===== src/rtl/mini_i_cache_pkg.sv =====
// mini_i_cache_pkg
// Shared definitions for the direct-mapped, multi-word-line instruction cache:
//   - state_e   : controller states
//   - off_bits / idx_bits / tag_bits : address-split widths
//   - vec_bits  : width of a vector that must exist even when its field is empty
//   - sat_inc   : saturating increment for counters up to 64 bits wide
package mini_i_cache_pkg;

  typedef enum logic [2:0] {
    IDLE,
    LOOKUP,
    REFILL_ADDR,
    REFILL_DATA,
    RESPOND
  } state_e;

  function automatic int off_bits(input int words_per_line);
    return $clog2(words_per_line);
  endfunction

  function automatic int idx_bits(input int lines);
    return $clog2(lines);
  endfunction

  function automatic int tag_bits(input int addr_width, input int lines, input int words_per_line);
    return addr_width - $clog2(lines) - $clog2(words_per_line);
  endfunction

  // A one-word line has no offset field, but the word counter still needs a bit.
  function automatic int vec_bits(input int width);
    return (width < 1) ? 1 : width;
  endfunction

  // Counters are passed zero-extended to 64 bits; 'width' says where all-ones sits.
  function automatic logic [63:0] sat_inc(input logic [63:0] value, input int width);
    logic [63:0] all_ones;
    all_ones = (width >= 64) ? '1 : ((64'd1 << width) - 64'd1);
    return (value == all_ones) ? value : value + 64'd1;
  endfunction

endpackage


===== src/rtl/mini_i_cache_line_store.sv =====
// mini_i_cache_line_store
// Valid/tag/data storage for the direct-mapped cache. Only the valid bits are
// reset; tag and data contents are meaningless until their valid bit is set.
// Ports:
//   clock, reset_n          : clock, asynchronous active-low reset
//   line_idx                : line selected for lookup, write, tag set, invalidate
//   rd_off, rd_tag          : word offset and tag for the combinational lookup
//   hit, rd_data            : lookup result and the addressed word
//   wr_en, wr_off, wr_data  : refill word write into line_idx
//   tag_set, tag_valid, tag_value : write the tag and set the valid bit value
//   inval_en                : clear the valid bit of line_idx
//   clear_all               : clear every valid bit (wins over tag_set/inval_en)
module mini_i_cache_line_store
  import mini_i_cache_pkg::*;
#(
  parameter int DATA_WIDTH     = 32,
  parameter int LINES          = 16,
  parameter int WORDS_PER_LINE = 4,
  parameter int IDX_W          = 4,
  parameter int OFF_VW         = 2,
  parameter int TAG_W          = 26
) (
  input  logic                  clock,
  input  logic                  reset_n,
  input  logic [IDX_W-1:0]      line_idx,
  input  logic [OFF_VW-1:0]     rd_off,
  input  logic [TAG_W-1:0]      rd_tag,
  output logic                  hit,
  output logic [DATA_WIDTH-1:0] rd_data,
  input  logic                  wr_en,
  input  logic [OFF_VW-1:0]     wr_off,
  input  logic [DATA_WIDTH-1:0] wr_data,
  input  logic                  tag_set,
  input  logic                  tag_valid,
  input  logic [TAG_W-1:0]      tag_value,
  input  logic                  inval_en,
  input  logic                  clear_all
);

  logic [LINES-1:0]      valid_q;
  logic [TAG_W-1:0]      tag_mem  [LINES];
  logic [DATA_WIDTH-1:0] data_mem [LINES][WORDS_PER_LINE];

  // Flush has priority so a line finishing its refill under a flush ends invalid.
  always_ff @(posedge clock or negedge reset_n) begin
    if (!reset_n) begin
      valid_q <= '0;
    end else if (clear_all) begin
      valid_q <= '0;
    end else if (tag_set) begin
      valid_q[line_idx] <= tag_valid;
    end else if (inval_en) begin
      valid_q[line_idx] <= 1'b0;
    end
  end

  always_ff @(posedge clock) begin
    if (wr_en) begin
      data_mem[line_idx][wr_off] <= wr_data;
    end
    if (tag_set) begin
      tag_mem[line_idx] <= tag_value;
    end
  end

  assign hit     = valid_q[line_idx] && (tag_mem[line_idx] == rd_tag);
  assign rd_data = data_mem[line_idx][rd_off];

endmodule


===== src/rtl/mini_i_cache_lines.sv =====
// mini_i_cache_lines
// Direct-mapped, word-addressed instruction cache with multi-word lines.
// A miss refills the whole line one word at a time (offset 0 upward) with at
// most one bus request outstanding; the requested word is captured on the fly.
// Ports:
//   clock, reset_n                         : clock, asynchronous active-low reset
//   ir_addr_valid/ready, ir_addr           : fetch request from the CPU
//   ir_data_valid/ready, ir_data           : fetch reply to the CPU
//   bus_ir_addr_valid/ready, bus_ir_addr   : word-read request to memory
//   bus_ir_data_valid/ready, bus_ir_data   : word-read reply from memory
//   flush                                  : one-cycle pulse, invalidate all lines
//   hit_count, miss_count                  : saturating performance counters
module mini_i_cache_lines
  import mini_i_cache_pkg::*;
#(
  parameter int DATA_WIDTH     = 32,
  parameter int ADDR_WIDTH     = 32,
  parameter int LINES          = 16,
  parameter int WORDS_PER_LINE = 4,
  parameter int CNT_WIDTH      = 32
) (
  input  logic                  clock,
  input  logic                  reset_n,
  input  logic                  ir_addr_valid,
  output logic                  ir_addr_ready,
  input  logic [ADDR_WIDTH-1:0] ir_addr,
  output logic                  ir_data_valid,
  input  logic                  ir_data_ready,
  output logic [DATA_WIDTH-1:0] ir_data,
  output logic                  bus_ir_addr_valid,
  input  logic                  bus_ir_addr_ready,
  output logic [ADDR_WIDTH-1:0] bus_ir_addr,
  input  logic                  bus_ir_data_valid,
  output logic                  bus_ir_data_ready,
  input  logic [DATA_WIDTH-1:0] bus_ir_data,
  input  logic                  flush,
  output logic [CNT_WIDTH-1:0]  hit_count,
  output logic [CNT_WIDTH-1:0]  miss_count
);

  localparam int OFF_W  = off_bits(WORDS_PER_LINE);
  localparam int IDX_W  = idx_bits(LINES);
  localparam int TAG_W  = tag_bits(ADDR_WIDTH, LINES, WORDS_PER_LINE);
  localparam int OFF_VW = vec_bits(OFF_W);

  state_e state, next_state;

  logic [ADDR_WIDTH-1:0] req_addr;
  logic [ADDR_WIDTH-1:0] line_base;
  logic [IDX_W-1:0]      req_idx;
  logic [OFF_VW-1:0]     req_off;
  logic [TAG_W-1:0]      req_tag;
  logic [OFF_VW-1:0]     word_cnt;
  logic                  last_word;
  logic                  flush_pending;

  logic                  store_hit;
  logic [DATA_WIDTH-1:0] store_rd_data;

  logic                  lookup_hit;
  logic                  refill_done;
  logic                  wr_en;
  logic                  tag_set;
  logic                  tag_valid;
  logic                  inval_en;
  logic                  clear_all;

  logic [63:0]           hit_ext;
  logic [63:0]           miss_ext;

  // Address split done arithmetically so a one-word line (empty offset) needs no special case.
  assign req_idx   = IDX_W'(req_addr >> OFF_W);
  assign req_off   = OFF_VW'(req_addr & ADDR_WIDTH'(WORDS_PER_LINE - 1));
  assign req_tag   = TAG_W'(req_addr >> (OFF_W + IDX_W));
  assign line_base = req_addr & ~ADDR_WIDTH'(WORDS_PER_LINE - 1);
  assign last_word = (word_cnt == OFF_VW'(WORDS_PER_LINE - 1));

  assign ir_addr_ready     = (state == IDLE) && reset_n;
  assign ir_data_valid     = (state == RESPOND);
  assign bus_ir_addr_valid = (state == REFILL_ADDR);
  assign bus_ir_data_ready = (state == REFILL_DATA);

  mini_i_cache_line_store #(
    .DATA_WIDTH     (DATA_WIDTH),
    .LINES          (LINES),
    .WORDS_PER_LINE (WORDS_PER_LINE),
    .IDX_W          (IDX_W),
    .OFF_VW         (OFF_VW),
    .TAG_W          (TAG_W)
  ) u_line_store (
    .clock     (clock),
    .reset_n   (reset_n),
    .line_idx  (req_idx),
    .rd_off    (req_off),
    .rd_tag    (req_tag),
    .hit       (store_hit),
    .rd_data   (store_rd_data),
    .wr_en     (wr_en),
    .wr_off    (word_cnt),
    .wr_data   (bus_ir_data),
    .tag_set   (tag_set),
    .tag_valid (tag_valid),
    .tag_value (req_tag),
    .inval_en  (inval_en),
    .clear_all (clear_all)
  );

  always_ff @(posedge clock or negedge reset_n) begin
    if (!reset_n) begin
      state <= IDLE;
    end else begin
      state <= next_state;
    end
  end

  always_comb begin
    next_state  = state;
    lookup_hit  = 1'b0;
    refill_done = 1'b0;
    wr_en       = 1'b0;
    tag_set     = 1'b0;
    tag_valid   = 1'b0;
    inval_en    = 1'b0;
    clear_all   = 1'b0;
    case (state)
      IDLE: begin
        clear_all = flush;
        if (ir_addr_valid) begin
          next_state = LOOKUP;
        end
      end
      LOOKUP: begin
        // A flush arriving with the lookup must not let stale contents hit.
        clear_all  = flush;
        lookup_hit = store_hit && !flush;
        if (lookup_hit) begin
          next_state = RESPOND;
        end else begin
          inval_en   = 1'b1;
          next_state = REFILL_ADDR;
        end
      end
      REFILL_ADDR: begin
        if (bus_ir_addr_ready) begin
          next_state = REFILL_DATA;
        end
      end
      REFILL_DATA: begin
        if (bus_ir_data_valid) begin
          wr_en = 1'b1;
          if (last_word) begin
            // A flush seen at any point of the refill leaves every line, including this one, invalid.
            refill_done = 1'b1;
            tag_set     = 1'b1;
            tag_valid   = !(flush_pending || flush);
            clear_all   = flush_pending || flush;
            next_state  = RESPOND;
          end else begin
            next_state = REFILL_ADDR;
          end
        end
      end
      RESPOND: begin
        clear_all = flush;
        if (ir_data_ready) begin
          next_state = IDLE;
        end
      end
      default: begin
        next_state = IDLE;
      end
    endcase
  end

  always_comb begin
    hit_ext                  = '0;
    hit_ext[CNT_WIDTH-1:0]   = hit_count;
    miss_ext                 = '0;
    miss_ext[CNT_WIDTH-1:0]  = miss_count;
  end

  // Request address, refill progress, reply word, bus address and counters.
  always_ff @(posedge clock or negedge reset_n) begin
    if (!reset_n) begin
      req_addr      <= '0;
      word_cnt      <= '0;
      ir_data       <= '0;
      bus_ir_addr   <= '0;
      hit_count     <= '0;
      miss_count    <= '0;
      flush_pending <= 1'b0;
    end else begin
      if ((state == IDLE) && ir_addr_valid) begin
        req_addr <= ir_addr;
      end

      if (refill_done) begin
        flush_pending <= 1'b0;
      end else if (((state == REFILL_ADDR) || (state == REFILL_DATA)) && flush) begin
        flush_pending <= 1'b1;
      end

      if (state == LOOKUP) begin
        if (lookup_hit) begin
          ir_data   <= store_rd_data;
          hit_count <= CNT_WIDTH'(sat_inc(hit_ext, CNT_WIDTH));
        end else begin
          miss_count  <= CNT_WIDTH'(sat_inc(miss_ext, CNT_WIDTH));
          word_cnt    <= '0;
          bus_ir_addr <= line_base;
        end
      end

      if ((state == REFILL_DATA) && bus_ir_data_valid) begin
        if (word_cnt == req_off) begin
          ir_data <= bus_ir_data;
        end
        if (!last_word) begin
          word_cnt    <= word_cnt + 1'b1;
          bus_ir_addr <= line_base | ADDR_WIDTH'(word_cnt + 1'b1);
        end
      end
    end
  end

endmodule


===== config.mk =====
export PLATFORM = sky130hd
export DESIGN_NAME = mini_i_cache_lines
export DESIGN_NICKNAME = d
export VERILOG_FILES = /design/src/rtl/mini_i_cache_pkg.sv /design/src/rtl/mini_i_cache_line_store.sv /design/src/rtl/mini_i_cache_lines.sv
export SDC_FILE = /design/constraint.sdc
export NUM_CORES = 2
export LEC_CHECK = 0
export ABC_AREA = 1
export BUFFER_PORTS_ARGS = -buffer_cell sky130_fd_sc_hd__clkbuf_2
export CORE_MARGIN = 4
export CORE_UTILIZATION = 46
export CTS_CLUSTER_DIAMETER = 150
export DETAILED_ROUTE_END_ITERATION = 12
export HOLD_SLACK_MARGIN = 0.02
export PLACE_DENSITY = 0.62
export SLEW_MARGIN = 25
export SYNTH_ARGS = -nofsm -noshare
export SYNTH_HDL_FRONTEND = slang
export SYNTH_SLANG_ARGS = --single-unit
export TNS_END_PERCENT = 30

===== constraint.sdc =====
create_clock -name clock -period 3.65 [get_ports clock]
set_input_delay 0.73 -clock clock [delete_from_list [all_inputs] [get_ports clock]]
set_output_delay 0.73 -clock clock [all_outputs]
set_load 0.05 [all_outputs]

==> summary.md <==
| Metric | Value |
|---|---|
| Main synth FF type | edfxtp_1 |
| DRT Pass-1 Iters | 6 |
| CP Launch Type | flop |
| Syn nets | roughly 7500 |
| Cell total after placement | 10600 |
| Pwr dens | roughly 760 nW/um2 |
| Relative slew margins | around 25% |
| Io pins | around 200 |
| Die Wd | 480 um |
| First-pass GRT wire length | 455000 um |
| Yosys top cell area share | about 72% |
| Total die area | approximately 230000 um2 |
| Max Cap Viol | 0 |
| Clock Sinks | roughly 2600 |
| Final Max Tran Viols | 0 |
| Critical path origin | req_addr[5]$_DFFE_PN0P_ |
| Hold Path Depth | 2 |
| Core box area | 221000 um2 |
| Placed Area | between 100000 and 150000 um2 |
| Sequential fraction of the synthesis area | 76.7% |
| Vias in the first global route | 64900 |
| Worst min-delay path class | input pin to flop |
| Rows | between 150 and 200 |
| Commonest cells post-synth | edfxtp_1 (2464), nand2_1 (1691), a22oi_1 (1016), a21oi_1 (610), nor2_1 (305) |
| Post-synth cell types | 40 |
| R2r startpoint | req_addr[5]$_DFFE_PN0P_ |
| CP max stage cell | nor2_4 |
| Setup violators final | 0 |
| Critical Path, Cell by Cell | buf_4 -> nand2_4 -> inv_2 -> buf_4 -> nand2_1 -> nor2_4 -> buf_12 |
| Post-synthesis cell area | roughly 100000 um2 |
| Post-synth EDFFs | around 2500 |
| CP Capture Type | flop |
| CP peak stage delay | 0.74 ns |
| H-tree levels | 5 |
| DRT antenna net count | 0 |
| Crit path to | u_line_store.data_mem[12][75]$_DFFE_PP_ |
| Count leader, synth | edfxtp_1 |
| Setup Crit Path Kind | flop to flop |
| Fin area | about 120000 um2 |
| Final wirelength | around 320000 um |
| Port Buffers | 202 |
| Starting Density | between 40% and 50% |
| Tcrit/Tclk final | a little over nine tenths |
| Yosys warns | 0 |
| Post-synth ARST share | under 10% |
| Global router's overall resource usage | between 20% and 30% |
| Die height | between 400 and 500 um |
| Total gr overflow | 0 |
| Final nets | approximately 8000 |
| CTS tree | yes |
| Total CTS buffers | 288 |
| Synth top area cells | edfxtp_1 (72%), a22oi_1 (7.4%), nand2_1 (6.2%) |
| Clock Tree Root | clkbuf_16 |
| Clock Skews | slightly above 0.06 ns |
| Worst EP arrival | 4.12 ns |
| WL/cell | ~29 um |
| Flip-flop and latch count after synthesis | around 2600 |
| Area grow syn2layout | 17.6% |
| Status | complete, no violations |
| Final Hold Fails | 0 |
| Non-Filler Instances | around 11000 |
| CP max FO | 27 |
| Max Clk Rate | 282 MHz |
| Layout cells sized above 1 | roughly 15% |
| Clock Tree Buf Depth | 4 |
| # fillers | around 18000 |
| Routed vias/inst | ~6.1 |
| Vias | about 68000 |
| Tightest Pin Transition | 1.11 ns |
| Worst r2r path cells | 7 |
| Hpwl dp | between 150000 and 200000 um |
| Placer congestion estimate | around 0.9 |
| Hold_ws | approximately 0.079 ns |
| Worst endpoint required time | between 4 and 5 ns |
| Synth Instances | around 7400 |
| R2r setup slk | roughly 0.11 ns |
| VDD IR-drop max | about 0.56 mV |
| Lkg Pwr | between 40 and 50 nW |
| Later-pin clock latency in the skew report | a little over 0.9 ns |
| Largest net degree at the start of global routing | around 130 |
| CTS clk-pin slew, worst paths | approximately 0.060 ns |
| Antenna violations before repair | 20 |
| Cell mode on critical path | buf_4 |
| DRC viols | 0 |
| Worst flop-to-flop path endpoint | u_line_store.data_mem[12][75]$_DFFE_PP_ |
| Largest area contributor in the netlist | edfxtp_1 |
| First DRT Iteration DRCs | between 9000 and 10000 |
| Tmin final | between 3 and 4 ns |
| Avg Inst Size Synth | 13.9 um2 |
-- power by group --
group / leakage [nW] / internal [mW] / switching, mW
clock: 4.31 / 15.9 / 11.5
combinational: 13.0 / 8.49 / 20.0
sequential: 24.3 / 34.6 / 1.40
-- placed cells by master, fill, tap and decap left out, types with 27 or more instances in the layout --
| cell type | instances |
|---|---|
| edfxtp_1 | 2464 |
| nand2_1 | 1689 |
| a22oi_1 | 1016 |
| a21oi_1 | 610 |
| buf_4 | 304 |
| clkbuf_16 | 298 |
| nor2_1 | 220 |
| clkbuf_2 | 194 |
| dfrtp_1 | 178 |
| buf_12 | 155 |
| nand3_1 | 132 |
| inv_1 | 130 |
| nor3_1 | 110 |
| nor2_4 | 87 |
| clkinv_1 | 61 |
| clkinv_2 | 51 |
| clkbuf_1 | 51 |
| nor4_1 | 46 |
| o21ai_0 | 38 |
| or2_2 | 33 |
| nand4_1 | 33 |
| o21ai_1 | 27 |
-- per-stage QoR --
step                      power, mW  util (%)  TNS, ns  worst slack (ns)
after floorplan                51.3         -  -245.29            -0.252
after CTS                      91.3      54.5        0            0.0893
final                          91.8      54.6        0             0.109
after global placement         64.1      50.5        0            0.0127
after detailed placement       64.2      50.6  -0.0248           -0.0248
after global routing           95.3      54.6  -0.0181           -0.0100
-- routing by layer --
metal,up-vias,share of wire [%],track usage [%]
met5,-,0.10,0
met1,34000,38,37.0
met3,718,12,6.28
met4,16,4.2,10.0
met2,4129,46,42.0
li1,28900,-,-
-- how the worst min path moves through the flow --
stage,startpoint,endpoint,slack (ns)
6_report,ir_addr[31],req_addr[31]$_DFFE_PN0P_,0.08
5_1_grt,ir_addr[12],req_addr[12]$_DFFE_PN0P_,0.05
4_1_cts,ir_addr[23],req_addr[23]$_DFFE_PN0P_,0.02
3_5_place_dp,flush_pending$_DFFE_PN0P_,flush_pending$_DFFE_PN0P_,0.48
3_3_place_gp,flush_pending$_DFFE_PN0P_,flush_pending$_DFFE_PN0P_,0.48
2_1_floorplan,reset_n,bus_ir_addr[0]$_DFF_PN0_,0.43
-- timing repair --
item | in CTS | in global routing
hold endpoints to repair | 20 | 0
pin swaps | 0 | 2
hold buffers | 4 | 0
resized for setup | 1 | 12
cloned | 0 | 3
buffers inserted | 0 | 9
setup endpoints to repair | 1 | 116
-- sequential cells by signal, summed over array words and instances (netlist names) --
| signal | count |
|---|---|
| u_line_store.data_mem | 2048 |
| u_line_store.tag_mem | 416 |
| bus_ir_addr | 32 |
| hit_count | 32 |
| ir_data | 32 |
| miss_count | 32 |
| req_addr | 32 |
| u_line_store.valid_q | 16 |
| state | 3 |
| word_cnt | 2 |
| flush_pending | 1 |
-- cells by family (layout without fill, tap and decap cells) --
logic type	count (synthesis)	after routing	share of synthesized area (%)
flip-flops	2646	2646	76.7
AND/OR/NAND/NOR	2379	2379	9.41
other	0	7	0
buffers and inverters	574	1309	2.30
adder cells (fa/ha/maj)	6	6	0.0733
XOR/XNOR	37	37	0.316
AO/OA/AOI/OAI	1750	1750	11.2
multiplexers	1	1	0.0110
-- worst max-delay path: cells and delay by family, from the launching register on --
| family | cells | cell delay [ns] |
|---|---|---|
| DFF | 1 | 0.41 |
| and+or+nand+nor | 3 | 1.36 |
| buffers and inverters | 4 | 1.37 |
-- cell type report --
cell class	count	area, um2	area share (%)
well taps	2958	3700	3.07
flip-flops and latches	2646	78600	65.2
multi-input cells	4173	22300	18.5
repair buffers	671	6590	5.47
clock inverters	134	970	0.805
diodes	7	17.5	0.0145
repair inverters	1	11.3	0.00935
inverters	145	596	0.494
clock buffers	358	7750	6.43
(Power assumes the default switching activity.)
